<file path="config.mk">
export PLATFORM = sky130hd
export DESIGN_NAME = divnorm_pipe
export DESIGN_NICKNAME = d
export VERILOG_FILES = /design/src/rtl/divnorm_pipe_pkg.sv /design/src/rtl/divnorm_pipe_divnormshift.sv /design/src/rtl/divnorm_pipe.sv
export SDC_FILE = /design/constraint.sdc
export NUM_CORES = 1
export LEC_CHECK = 0
export BUFFER_PORTS_ARGS = -buffer_cell sky130_fd_sc_hd__buf_4
export CAP_MARGIN = 25
export CORE_MARGIN = 2
export CORE_UTILIZATION = 35
export CTS_CLUSTER_DIAMETER = 200
export CTS_CLUSTER_SIZE = 20
export DETAILED_ROUTE_END_ITERATION = 12
export PLACE_DENSITY = 0.61
export SKIP_CTS_REPAIR_TIMING = 1
export SLEW_MARGIN = 0
export SYNTH_ARGS = -nofsm -noshare
export SYNTH_HDL_FRONTEND = slang
export SYNTH_SLANG_ARGS = --single-unit
</file>
<file path="constraint.sdc">
create_clock -name clk -period 8.1 [get_ports clk]
set_input_delay 1.215 -clock clk [delete_from_list [all_inputs] [get_ports clk]]
set_output_delay 1.215 -clock clk [all_outputs]
set_load 0.03 [all_outputs]
</file>
<file path="src/rtl/divnorm_pipe_pkg.sv">
// Shared constants and stage record for the divide/sqrt normalization shifter.
package divnorm_pipe_pkg;

    localparam int DIVNORM_WIDTH    = 64;
    localparam int DIVNORM_LOGW     = 6;
    localparam int DIVNORM_NE       = 11;
    localparam int DIVNORM_FINEBITS = 3;

    // One record type serves both the stage-1 and stage-2 pipeline registers.
    typedef struct packed {
        logic [DIVNORM_WIDTH-1:0] Mant;
        logic [DIVNORM_NE+1:0]    Ue;
        logic                     Sticky;
        logic                     Subnorm;
    } divnorm_stage_t;

endpackage

</file>
<file path="src/rtl/divnorm_pipe_divnormshift.sv">
// Parameterized combinational left barrel shifter; bits past the MSB are discarded.
module divnormshift #(
    parameter int W  = 64,
    parameter int SW = 6
) (
    input  logic [W-1:0]  in_i,
    input  logic [SW-1:0] amt_i,
    output logic [W-1:0]  out_o
);

    assign out_o = in_i << amt_i;

endmodule

</file>
<file path="src/rtl/divnorm_pipe.sv">
// Two-stage left-normalization shifter for divide/sqrt results with valid/ready flow.
// Defining DIVNORM_ONECYCLE_EN collapses stage 1 into combinational logic (1-cycle latency).
module divnorm_pipe
    import divnorm_pipe_pkg::*;
#(
    parameter int WIDTH    = DIVNORM_WIDTH,
    parameter int LOGW     = DIVNORM_LOGW,
    parameter int NE       = DIVNORM_NE,
    parameter int FINEBITS = DIVNORM_FINEBITS
) (
    input  logic             clk,
    input  logic             reset,
    input  logic             FlushE,
    input  logic             InValid,
    output logic             InReady,
    input  logic [WIDTH-1:0] Quot,
    input  logic             QuotSticky,
    input  logic [NE+1:0]    DivUe,
    input  logic [LOGW-1:0]  DivShiftAmt,
    input  logic             DivResSubnorm,
    output logic             OutValid,
    input  logic             OutReady,
    output logic [WIDTH-1:0] NormMant,
    output logic [NE+1:0]    NormUe,
    output logic             NormSticky,
    output logic             NormSubnorm
);

    localparam logic [NE+1:0] UE_ONE = {{(NE+1){1'b0}}, 1'b1};

    logic                s2_vld_q;
    divnorm_stage_t      s2_q, s2_d;
    logic                ld1, ld2;
    logic                s1_vld;
    divnorm_stage_t      s1, s1_d;
    logic [FINEBITS-1:0] s1_fine, s1_fine_d;
    logic [LOGW-1:0]     coarse_amt;
    logic [WIDTH-1:0]    coarse_mant, fine_mant;

    assign ld2 = ~s2_vld_q | OutReady;

    // Coarse shift by the multiple-of-2^FINEBITS part of the amount.
    assign coarse_amt = {DivShiftAmt[LOGW-1:FINEBITS], {FINEBITS{1'b0}}};

    divnormshift #(.W(WIDTH), .SW(LOGW)) u_coarse (
        .in_i (Quot),
        .amt_i(coarse_amt),
        .out_o(coarse_mant)
    );

    assign s1_d      = '{Mant: coarse_mant, Ue: DivUe, Sticky: QuotSticky, Subnorm: DivResSubnorm};
    assign s1_fine_d = DivShiftAmt[FINEBITS-1:0];

`ifdef DIVNORM_ONECYCLE_EN
    assign ld1     = ld2;
    assign s1_vld  = InValid;
    assign s1      = s1_d;
    assign s1_fine = s1_fine_d;
`else
    logic                s1_vld_q;
    divnorm_stage_t      s1_q;
    logic [FINEBITS-1:0] s1_fine_q;

    assign ld1 = ~s1_vld_q | ld2;

    // Stage 1 boundary: data only moves on an actual transfer, so bubbles keep old contents.
    always_ff @(posedge clk or posedge reset) begin
        if (reset) begin
            s1_vld_q  <= 1'b0;
            s1_q      <= '0;
            s1_fine_q <= '0;
        end else if (FlushE) begin
            s1_vld_q <= 1'b0;
        end else if (ld1) begin
            s1_vld_q <= InValid;
            if (InValid) begin
                s1_q      <= s1_d;
                s1_fine_q <= s1_fine_d;
            end
        end
    end

    assign s1_vld  = s1_vld_q;
    assign s1      = s1_q;
    assign s1_fine = s1_fine_q;
`endif

    assign InReady = ld1;

    divnormshift #(.W(WIDTH), .SW(FINEBITS)) u_fine (
        .in_i (s1.Mant),
        .amt_i(s1_fine),
        .out_o(fine_mant)
    );

    // A normal nonzero result whose MSB is still clear needs one more bit of shift.
    always_comb begin
        s2_d      = s1;
        s2_d.Mant = fine_mant;
        if (~s1.Subnorm & ~fine_mant[WIDTH-1] & (|fine_mant)) begin
            s2_d.Mant = fine_mant << 1;
            s2_d.Ue   = s1.Ue - UE_ONE;
        end
    end

    // Stage 2 boundary: output register, held while the rounder stalls.
    always_ff @(posedge clk or posedge reset) begin
        if (reset) begin
            s2_vld_q <= 1'b0;
            s2_q     <= '0;
        end else if (FlushE) begin
            s2_vld_q <= 1'b0;
        end else if (ld2) begin
            s2_vld_q <= s1_vld;
            if (s1_vld) s2_q <= s2_d;
        end
    end

    assign OutValid    = s2_vld_q;
    assign NormMant    = s2_q.Mant;
    assign NormUe      = s2_q.Ue;
    assign NormSticky  = s2_q.Sticky;
    assign NormSubnorm = s2_q.Subnorm;

endmodule

</file>
==> impl_summary.txt <==
----------------------------------------------------
[Run status]
  Outcome ... finished, final reports clean

[Synth]
  Dominant register cell in the synthesized netlist ... dfrtp_1
  Number of nets produced by synthesis ... approximately 1300
  Gate Count Post-Synth ... approximately 1200
  Largest family of logic cells by synthesized area ... multiplexers
  Number of flip-flops and latches in the synthesized netlist ... ~160
  Compound-cell area share of the yosys netlist ... 0.160
  Share of the yosys chip area belonging to registers ... 0.353
  Avg Inst Size Synth ... between 9 and 10 um2
  Post-synthesis cell type count ... 63
  Simple-gate portion of the synthesized area ... 0.154
  Number of warnings issued by yosys ... 0
  Synthesized-area fraction occupied by adder cells ... 0.00108
  Async SR Flop Fraction ... 1.00
  Number of flops mapped to enable cells by yosys ... 0
  Post-synthesis cell area ... 0.0116 mm2
  Xor and xnor fraction of the mapped netlist area ... 0.00454
  Mux cell area share after synthesis ... 0.278

[Detailed routing]
  Vias per std cell ... roughly 5.8
  Router iterations before antenna repair ... 5
  Initial DRC count ... roughly 1100
  Number of remaining DRC errors ... 0
  Final antenna-violating net count ... 0
  Via Count ... between 10000 and 15000
  Routed wire per std cell ... about 22 um
  Final routed wirelength across all metal layers ... 38.2 mm

[Floorplan]
  Die W ... 186 um
  I/O pins ... between 150 and 200
  Die Ht ... between 150 and 200 um
  Die Outline Area ... about 0.035 mm2
  Area of the core region ... approximately 0.033 mm2
  Placement Rows ... 66
  Initial cell density of the core ... 0.356

[Clock network]
  Number of buffers added by the clock tree synthesis step ... 17
  Clock latency on the worst-skew pair ... between 0.4 and 0.5 ns
  Clock tree from TritonCTS ... yes
  Clock Pin Slew Worst Setup and Hold Paths ... 0.07 ns
  Clock tree root buffer cell ... clkbuf_16
  Number of levels in the clock H-tree ... 4
  Clock Sink Count ... 163
  Maximum clock insertion buffer count ... 2

[Global route]
  Largest net degree at the start of global routing ... between 80 and 90
  Initial antenna violation count ... 0
  Overall Global Routing Usage ... 0.223
  Number of global-route vias before repair ... a little under 10000
  Global route total overflow ... 0
  First-pass GRT wire length ... between 50 and 60 mm

[Setup path]
  Most common cell on crit path ... buf_4
  Largest driver fanout on the critical path ... a little over 80
  FF-to-FF setup slack ... between 3 and 4 ns
  Kind of cell adding the most delay to the critical path ... buffers and inverters
  Category of the most critical setup path ... flop to flop
  Crit path launch ... s1_fine[0]
  Slowest-stage cell, CP ... inv_2
  Startpoint of the worst register-to-register path ... s1_fine[0]
  Startpoint Class ... flop
  WP data required ... approximately 8.4 ns
  Destination of the critical timing path ... NormMant[44]
  Critical path buffers and inverters ... 4
  Worst-path cell chain ... buf_4, inv_2, a31oi_1, or4_1, a2111oi_0, buf_4, o2111a_2, a21oi_4, buf_4, and3_1, a221o_1
  Worst R2R End ... NormMant[44]
  Nature of the critical path endpoint ... flop
  R2R depth ... 11
  Worst path max stage delay ... ~0.8 ns
  CP Data Arrival Time ... approximately 5.4 ns
  Number of cells on the critical path ... 11

[STA]
  Post-Route Setup TNS ... 0 ns
  RSZ-0062 raised after global routing ... false
  Slew Limit Headroom ... 0.289
  Setup Skew ... approximately 0.017 ns
  Max-slew violations ... 0
  Achievable frequency ... roughly 200 MHz
  Post-layout minimum cycle time ... 5.07 ns
  Post-route clock period utilization ... 0.626
  Endpoints failing setup ... 0
  Worst hold slack after final layout ... between 0.4 and 0.5 ns
  Final hold violations ... 0
  Actual transition at the worst max-transition pin ... 1.06 ns

[Final layout]
  Footprint of the multi-input gates ... 0.00694 mm2
  Final net count ... ~1400
  Leading cell type in the layout, fill and taps excluded ... nand2_1
  Utilization after layout ... 0.419
  Sequential cell area ... just over 0.004 mm2
  Fill count ... between 3000 and 4000
  Fraction of layout cells with a size suffix above 1 ... 0.273
  Ant. Diodes ... 0
  Most frequent cells in the layout ... nand2_1, buf_4, dfrtp_1
  Area added between synthesis and finish ... 17.9%

[Power and ir drop]
  Design Power ... 3.46 mW
  Worst-case vdd ir drop ... ~0.12 mV
  Power density of the placed cells ... 254 mW/mm2
  Leakage power ... between 5 and 6 nW

[Placed design]
  Number of I/O port buffers ... 170
  RePlAce Congestion ... 0.922
  Detailed Place HPWL ... approximately 28 mm

[Flow run]
  Number of max-capacitance violations reported ... 0

[Hold path]
  Hold Crit Class ... flop to flop

----------------------------------------------------
[worst min-delay path by stage]
stage | to | slack (ns) | depth (start not counted) | start
floorplan | NormSticky | 0.43 | 2 | s1[1]
global placement | NormSticky | 0.45 | 2 | s1[1]
detailed placement | NormSticky | 0.46 | 2 | s1[1]
CTS | NormSticky | 0.48 | 2 | s1[1]
global route | NormMant[52] | 0.50 | 1 | NormMant[52]
finish | NormSticky | 0.48 | 2 | s1[1]
[per-layer routing]
| layer | routed length [um] | track usage |
|---|---|---|
| met5 | 0 | 0 |
| met4 | 1110 | 0.0791 |
| met3 | 2730 | 0.0327 |
| met2 | 16600 | 0.328 |
| met1 | 17700 | 0.331 |
[state kept, by name, indices dropped and copies added (netlist names)]
register and count:
NormSubnorm 1, NormUe 13, NormMant 64, s1_fine 3, s1_vld 1, s1 79, OutValid 1, NormSticky 1
[final cells by class]
| type | count | area share |
|---|---|---|
| multi-input combinational | 925 | 0.508 |
| sequential | 163 | 0.299 |
| timing repair buffer | 183 | 0.102 |
| tap | 442 | 0.0405 |
| clock buffer | 18 | 0.0322 |
| clock inverter | 14 | 0.0117 |
| inverter | 18 | 0.00532 |
[through the flow]
step / setup WS (ns) / instance area, um2 / std cells
4_1_cts: 3.00 / 13600 / 1762
3_5_place_dp: 3.03 / 13000 / 1730
6_report: 3.03 / 13600 / 1763
5_1_grt: 2.71 / 13600 / 1763
3_3_place_gp: 3.08 / 13000 / 1729
2_1_floorplan: 2.48 / 11600 / 1213
[worst min-delay path: cells and delay by family, from the launching register on]
family        cells  cell delay (ns)
flops             1             0.35
simple gates      2             0.10
[power breakdown]
| group | internal (mW) | switching [mW] | total [mW] |
|---|---|---|---|
| combinational | 0.593 | 0.829 | 1.42 |
| clock | 0.425 | 0.404 | 0.829 |
| sequential | 0.988 | 0.225 | 1.21 |
[kinds of logic after synthesis]
logic type,count (synthesis)
AOI/OAI and AO/OA,284
xor gates and xnor gates,6
buffers and inverters,125
DFF,163
muxes,235
adders and majority gates,1
and+or+nand+nor,399
[synth_stat cells, types with 3 or more instances]
cell type  count  share of area
xnor2_1        6         0.0045
nor3b_1        4         0.0026
a22o_1        24          0.018
a31oi_1        5         0.0027
a22oi_1        8         0.0052
or4_1          3         0.0019
nand3b_1       3         0.0019
and2_1         3         0.0016
mux2i_1      103          0.089
mux2_2        70          0.068
nand3_1       15         0.0065
nor2b_1        4         0.0022
inv_1         17         0.0055
buf_1         11         0.0036
a211oi_1      13         0.0084
a32oi_1       12         0.0091
a221o_1       16          0.014
nand2_1      196          0.064
or2_2          3         0.0016
nor3_1        30          0.013
a21o_1         7         0.0045
nor2_1        84          0.027
nor4_1        20          0.011
o211ai_1      14         0.0091
o21a_1         4         0.0026
buf_2         21         0.0091
nand2b_1      16         0.0087
mux4_2        62           0.12
o311ai_0       3         0.0023
or3_1          8         0.0043
clkbuf_1      64          0.021
a21oi_1       44          0.019
o21ai_0      110          0.048
buf_6          9         0.0088
o21bai_1       5         0.0032
dfrtp_1      163           0.35
(Power assumes the default switching activity.)
